<file path="src/rtl/br_sequencer.sv">
// br_sequencer: branch-resolution sequencer for the LC-3 datapath.
//
// When Start is seen in idle, the sequencer captures IR and the incremented PC.
// For a BR instruction it strobes LD_BEN, samples the returned BEN bit one
// cycle later and computes the PC-relative target. It then issues a single
// Done pulse, together with LD_PC when the branch is taken. Non-BR
// instructions complete on the next cycle as not-taken.
//
// Optional build macro: BRSEQ_STATS_EN enables saturating BR/taken counters.
// Without it, Br_Count and Taken_Count are tied to zero.
//
// Ports:
//   Clk          in   system clock, rising-edge
//   Reset        in   synchronous active-high reset
//   Start        in   resolve request, honoured only while idle
//   IR[15:0]     in   instruction word, captured on accepted Start
//   PC[15:0]     in   incremented PC, captured on accepted Start
//   BEN          in   branch-enable register output, valid the cycle after LD_BEN
//   LD_BEN       out  one-cycle load strobe to the branch-enable register
//   LD_PC        out  one-cycle load strobe to the PC register (taken only)
//   PC_next      out  next PC value, valid while Done=1
//   Taken        out  branch decision, valid while Done=1
//   Done         out  one-cycle completion pulse
//   Busy         out  high whenever the sequencer is not idle
//   Br_Count     out  BR instructions resolved
//   Taken_Count  out  taken branches

module br_sequencer (
    input  logic        Clk,
    input  logic        Reset,
    input  logic        Start,
    input  logic [15:0] IR,
    input  logic [15:0] PC,
    input  logic        BEN,
    output logic        LD_BEN,
    output logic        LD_PC,
    output logic [15:0] PC_next,
    output logic        Taken,
    output logic        Done,
    output logic        Busy,
    output logic [15:0] Br_Count,
    output logic [15:0] Taken_Count
);

    typedef enum logic [1:0] {
        StIdle  = 2'd0,
        StLdBen = 2'd1,
        StEval  = 2'd2,
        StDone  = 2'd3
    } state_e;

    state_e      state_q, state_d;
    logic [15:0] ir_q, ir_d;
    logic [15:0] pc_q, pc_d;
    logic [15:0] target_q, target_d;
    logic        taken_q, taken_d;

    // Output registers, loaded from next-state so they line up with the state.
    logic        ld_ben_q, ld_ben_d;
    logic        ld_pc_q, ld_pc_d;
    logic [15:0] pc_next_q, pc_next_d;
    logic        taken_out_q, taken_out_d;
    logic        done_q, done_d;
    logic        busy_q, busy_d;

    // Next-state logic
    always_comb begin
        state_d  = state_q;
        ir_d     = ir_q;
        pc_d     = pc_q;
        target_d = target_q;
        taken_d  = taken_q;

        unique case (state_q)
            StIdle: begin
                if (Start) begin
                    ir_d    = IR;
                    pc_d    = PC;
                    taken_d = 1'b0;
                    if (IR[15:12] == 4'b0000) begin
                        state_d = StLdBen;
                    end else begin
                        state_d = StDone;
                    end
                end
            end
            StLdBen: begin
                state_d = StEval;
            end
            StEval: begin
                taken_d  = BEN;
                // The 9-bit PC offset is sign-extended; the sum wraps modulo 2^16.
                target_d = pc_q + {{7{ir_q[8]}}, ir_q[8:0]};
                state_d  = StDone;
            end
            StDone: begin
                // A Start seen here is dropped, not queued.
                state_d = StIdle;
            end
            default: begin
                state_d = StIdle;
            end
        endcase
    end

    // Output next-state logic
    always_comb begin
        ld_ben_d    = (state_d == StLdBen);
        done_d      = (state_d == StDone);
        busy_d      = (state_d != StIdle);
        taken_out_d = (state_d == StDone) && taken_d;
        ld_pc_d     = (state_d == StDone) && taken_d;
        pc_next_d   = 16'h0000;
        if (state_d == StDone) begin
            pc_next_d = taken_d ? target_d : pc_d;
        end
    end

    always_ff @(posedge Clk) begin
        if (Reset) begin
            state_q     <= StIdle;
            ir_q        <= 16'h0000;
            pc_q        <= 16'h0000;
            target_q    <= 16'h0000;
            taken_q     <= 1'b0;
            ld_ben_q    <= 1'b0;
            ld_pc_q     <= 1'b0;
            pc_next_q   <= 16'h0000;
            taken_out_q <= 1'b0;
            done_q      <= 1'b0;
            busy_q      <= 1'b0;
        end else begin
            state_q     <= state_d;
            ir_q        <= ir_d;
            pc_q        <= pc_d;
            target_q    <= target_d;
            taken_q     <= taken_d;
            ld_ben_q    <= ld_ben_d;
            ld_pc_q     <= ld_pc_d;
            pc_next_q   <= pc_next_d;
            taken_out_q <= taken_out_d;
            done_q      <= done_d;
            busy_q      <= busy_d;
        end
    end

    assign LD_BEN  = ld_ben_q;
    assign LD_PC   = ld_pc_q;
    assign PC_next = pc_next_q;
    assign Taken   = taken_out_q;
    assign Done    = done_q;
    assign Busy    = busy_q;

`ifdef BRSEQ_STATS_EN
    logic [15:0] br_count_q, br_count_d;
    logic [15:0] taken_count_q, taken_count_d;

    // Counters advance in the completion cycle and stick at all-ones.
    always_comb begin
        br_count_d    = br_count_q;
        taken_count_d = taken_count_q;
        if (state_q == StDone) begin
            if ((ir_q[15:12] == 4'b0000) && (br_count_q != 16'hFFFF)) begin
                br_count_d = br_count_q + 16'd1;
            end
            if (taken_q && (taken_count_q != 16'hFFFF)) begin
                taken_count_d = taken_count_q + 16'd1;
            end
        end
    end

    always_ff @(posedge Clk) begin
        if (Reset) begin
            br_count_q    <= 16'h0000;
            taken_count_q <= 16'h0000;
        end else begin
            br_count_q    <= br_count_d;
            taken_count_q <= taken_count_d;
        end
    end

    assign Br_Count    = br_count_q;
    assign Taken_Count = taken_count_q;
`else
    assign Br_Count    = 16'h0000;
    assign Taken_Count = 16'h0000;
`endif

endmodule

</file>
<file path="config.mk">
export PLATFORM = sky130hd
export DESIGN_NAME = br_sequencer
export DESIGN_NICKNAME = d
export VERILOG_FILES = /design/src/rtl/br_sequencer.sv
export SDC_FILE = /design/constraint.sdc
export NUM_CORES = 1
export LEC_CHECK = 0
export BUFFER_PORTS_ARGS = -buffer_cell sky130_fd_sc_hd__buf_2
export CORE_MARGIN = 5
export CORE_UTILIZATION = 40
export DETAILED_ROUTE_END_ITERATION = 10
export HOLD_SLACK_MARGIN = 0.03
export PLACE_DENSITY_LB_ADDON = 0.25
export SLEW_MARGIN = 20
export SYNTH_ARGS = -nofsm -noshare
export SYNTH_HDL_FRONTEND = slang
export SYNTH_SLANG_ARGS = --single-unit
export TNS_END_PERCENT = 10
</file>
<file path="constraint.sdc">
create_clock -name Clk -period 2.6 [get_ports Clk]
set_clock_uncertainty 0.05 [all_clocks]
set_input_delay 0.26 -clock Clk [delete_from_list [all_inputs] [get_ports Clk]]
set_output_delay 0.26 -clock Clk [all_outputs]
set_load 0.05 [all_outputs]
</file>
==> results list <==
* Setup repair after global routing missed its margin: no
- Endpoint type of the worst setup path: flip-flop
- Pin placement for this block handled 89 I/O pins.
- Aggregate global routing overflow: 0
- 0 antenna diodes ended up in the layout.
- Post-cts sizing count: 0
- For this design, the CTS-stage hold fixing added 0 buffers.
- The Yosys step of the flow raised 0 warnings.
- Yosys mapped the design onto 53 distinct sky130hd cell types.
* Mean instance size in the synthesized netlist: 8.58 um2
- Number of search-and-repair iterations in the first detailed-routing pass: 4
* Site Rows: 33
- Final hold vios: 0
- Clk pin slew, worst setup/hold paths: 0.07 ns
- Counting every sink on the clock net gives 64.
- Vertical die dimension: 101 um
- Filler instances: 815
- Worst-Margin Slew: 0.584 ns
- Dividing the final minimum period by the clock period gives 94.6%.
- At the end of routability-driven placement, the weighted congestion stood at 0.898.
* Vias per Instance: 4.98
- Entering global routing, the biggest net connects 45 pins.
- M1 WL: 3540 um
- Minimum clock period: 2.46 ns
- TritonCTS built the clock tree.
- Starting density of the core: 40.8%
- Detailed routing inserted a total of 2,719 vias.
- Count of nets left with antenna violations after detail routing: 0
* Storage element area: 1280 um2
* Setup crit start kind: flip-flop
* Total of endpoints with negative setup slack in the final report: 0
* Critical path arrival: 2.63 ns
- Met2 wire length: 3490 um
* Layout-stage area growth over the synthesis result: 13.0%
* Routed wire per std cell: 14.0 um
* Max H-tree Level: 3
* Number of instances in the synthesized netlist: 387
* Total wire length: 7650 um
- Width of the die: 101 um
- Initial antenna violation count: 0
* TritonCTS Buffers: 9
- Post-Synthesis Cell Area: 3320 um2
* Startpoint-to-endpoint class of the critical path: reg -> reg
- F_max: 407 MHz
- Number of DRC violations after detailed-routing iteration 0: 98
- Worst-Skew Late Latency: 0.34 ns
- Final design utilization: 46.1%
- The number of max-slew violations in the final report was 0.
- Dividing total power by cell area gives a power density of 915 nW/um2.
* DP HPWL: 5440 um
* Number of nets in the layout: 490
* Root buffer cell: sky130_fd_sc_hd__clkbuf_8
- Placeable core area: 8130 um2
* Final Hold Slack: 0.0998 ns
* Max-cap violation count: 0
* Static leakage: 0.00177 uW
* Req. time, crit path: 2.77 ns
- The highest layer touched by signal routing is met4.
- CTS max path bufs: 2
- Sequential share of the synthesized area: 38.6%
* Post-synth EDFFs: 0
- Cell Count Post-Placement: 530
* Worst VDD drop: 0.512 mV
- In this run the worst path has a maximum fanout of 2.
- Post-synthesis async set-or-reset flop share: 0%
* Leading register cell type out of synthesis: sky130_fd_sc_hd__dfxtp_1
* Vias in the first global route: 2,539
- The run finished with clean final reports.
* Buffers on Ports: 53
* Setup TNS: 0 ns
- In the final layout, the share of cells above drive strength 1 is 20.6%.
- Post-CTS setup buffer count: 0
- In the routed design, unresolved DRC markers number 0.
* Global-route total usage across every layer: 15.4%
* Total area of multi-input combinational cells: 1790 um2
- Max-slew headroom at the worst pin: 61.1%
- Hold/Removal Path Class: in -> reg
- The finished layout holds 546 standard cells, fillers aside.
- Prior to clock tree synthesis, the placed netlist has a worst setup slack of 0.154 ns.
* Final Worst Setup Slack: 0.140 ns
* FF+latch count, synth: 64
* Die area: 10,200 um2
* Global-route wire length before repair: 12,300 um
- Wire segments on met3 add up to 449 um in the final route.
## placed cells by master (no fill, tap or decap), types with 2 or more instances in the layout
cell                       synthesis  routed
sky130_fd_sc_hd__o21ai_0          10      10
sky130_fd_sc_hd__nand2b_1          2       2
sky130_fd_sc_hd__and2_1            3       3
sky130_fd_sc_hd__a21oi_1          38      38
sky130_fd_sc_hd__buf_4            33       9
sky130_fd_sc_hd__or2_2             2       2
sky130_fd_sc_hd__dfxtp_1          64      64
sky130_fd_sc_hd__nor2b_1           3       3
sky130_fd_sc_hd__a221oi_1          2       2
sky130_fd_sc_hd__nor2_1           33      33
sky130_fd_sc_hd__nand3_1           9       9
sky130_fd_sc_hd__mux2i_1          23      23
sky130_fd_sc_hd__clkbuf_1         15       2
sky130_fd_sc_hd__xnor2_1           5       5
sky130_fd_sc_hd__buf_2             4      53
sky130_fd_sc_hd__ha_1             17      17
sky130_fd_sc_hd__a31oi_1           5       5
sky130_fd_sc_hd__inv_1             8       8
sky130_fd_sc_hd__or3_1             3       3
sky130_fd_sc_hd__and4_1            2       2
sky130_fd_sc_hd__a211oi_1          4       4
sky130_fd_sc_hd__nand4_1           3       3
sky130_fd_sc_hd__clkbuf_8          0      12
sky130_fd_sc_hd__and3_1            4       4
sky130_fd_sc_hd__conb_1            1      32
sky130_fd_sc_hd__a21o_1            7       7
sky130_fd_sc_hd__xor2_1            3       3
sky130_fd_sc_hd__nand2_1          56      56
## worst paths after layout
kind                            cells after the start  slack (ns)           to     from
worst max-delay path                                8        0.14  PC_next[14]  ir_q[0]
worst min-delay path                                3         0.1      ir_q[7]    IR[7]
worst max register to register                      8        0.14  PC_next[14]  ir_q[0]
worst min register to register                      2        0.41      ir_q[3]  ir_q[3]
## power breakdown
part	switching [uW]	total, uW	internal (uW)
clock	379	802	424
combinational	974	1400	430
sequential	74.4	1230	1150
## sequential cells by signal (all words and copies together), names as in the netlist, 2 cells and up
signal / flops
target_q: 16
state_q: 2
PC_next: 16
pc_q: 16
ir_q: 9
## kinds of logic after synthesis
group | Yosys count | synth area share (%)
mux | 25 | 7.72
simple gates | 125 | 17.0
compound gates | 83 | 16.5
xor+xnor | 8 | 2.11
buf+inv | 63 | 11.0
flops | 64 | 38.6
other cells | 1 | 0.113
fa+ha+maj | 18 | 7.01
## area by class of cell
class	instances	area share [%]
clock inverters	2	0.333
repair buffers	62	8.87
multi-input cells	291	47.7
flip-flops and latches	64	34.1
clock buffers	14	4.60
inverters	8	0.800
well taps	105	3.50
## cells in the mapped netlist (4+ instances only)
cell type                  number  area (um2)
sky130_fd_sc_hd__xnor2_1        5        43.8
sky130_fd_sc_hd__inv_1          8        30.0
sky130_fd_sc_hd__a21o_1         7        52.6
sky130_fd_sc_hd__mux2i_1       23         230
sky130_fd_sc_hd__a21oi_1       38         190
sky130_fd_sc_hd__a31oi_1        5        31.3
sky130_fd_sc_hd__a211oi_1       4        30.0
sky130_fd_sc_hd__nor2_1        33         124
sky130_fd_sc_hd__nand2_1       56         210
sky130_fd_sc_hd__buf_4         33         248
sky130_fd_sc_hd__and3_1         4        25.0
sky130_fd_sc_hd__clkbuf_1      15        56.3
sky130_fd_sc_hd__dfxtp_1       64        1280
sky130_fd_sc_hd__nand3_1        9        45.0
sky130_fd_sc_hd__ha_1          17         213
sky130_fd_sc_hd__o21ai_0       10        50.1
sky130_fd_sc_hd__buf_2          4        20.0
## metrics by stage
step / total power [uW] / instance area, um2
floorplan: 2370 / 3440
global placement: 2630 / 3570
detailed placement: 2650 / 3570
CTS: 3460 / 3750
global route: 3650 / 3750
finish: 3430 / 3750
## per-layer routing
| metal | global-route usage (%) | up-vias |
|---|---|---|
| li1 | - | 1362 |
| met1 | 20.5 | 1267 |
| met2 | 24.2 | 78 |
| met3 | 2.69 | 12 |
| met4 | 7.36 | 0 |
| met5 | 0 | - |
## worst max-delay path, stage by stage, from the launching register on
cell	delay, ns
sky130_fd_sc_hd__dfxtp_1	0.32
sky130_fd_sc_hd__ha_1	0.23
sky130_fd_sc_hd__fa_1	0.42
sky130_fd_sc_hd__a21o_1	0.24
sky130_fd_sc_hd__a221oi_4	0.27
sky130_fd_sc_hd__o22ai_2	0.11
sky130_fd_sc_hd__or3_4	0.38
sky130_fd_sc_hd__a211oi_2	0.25
sky130_fd_sc_hd__a2111oi_2	0.07
(Power assumes the default switching activity.)
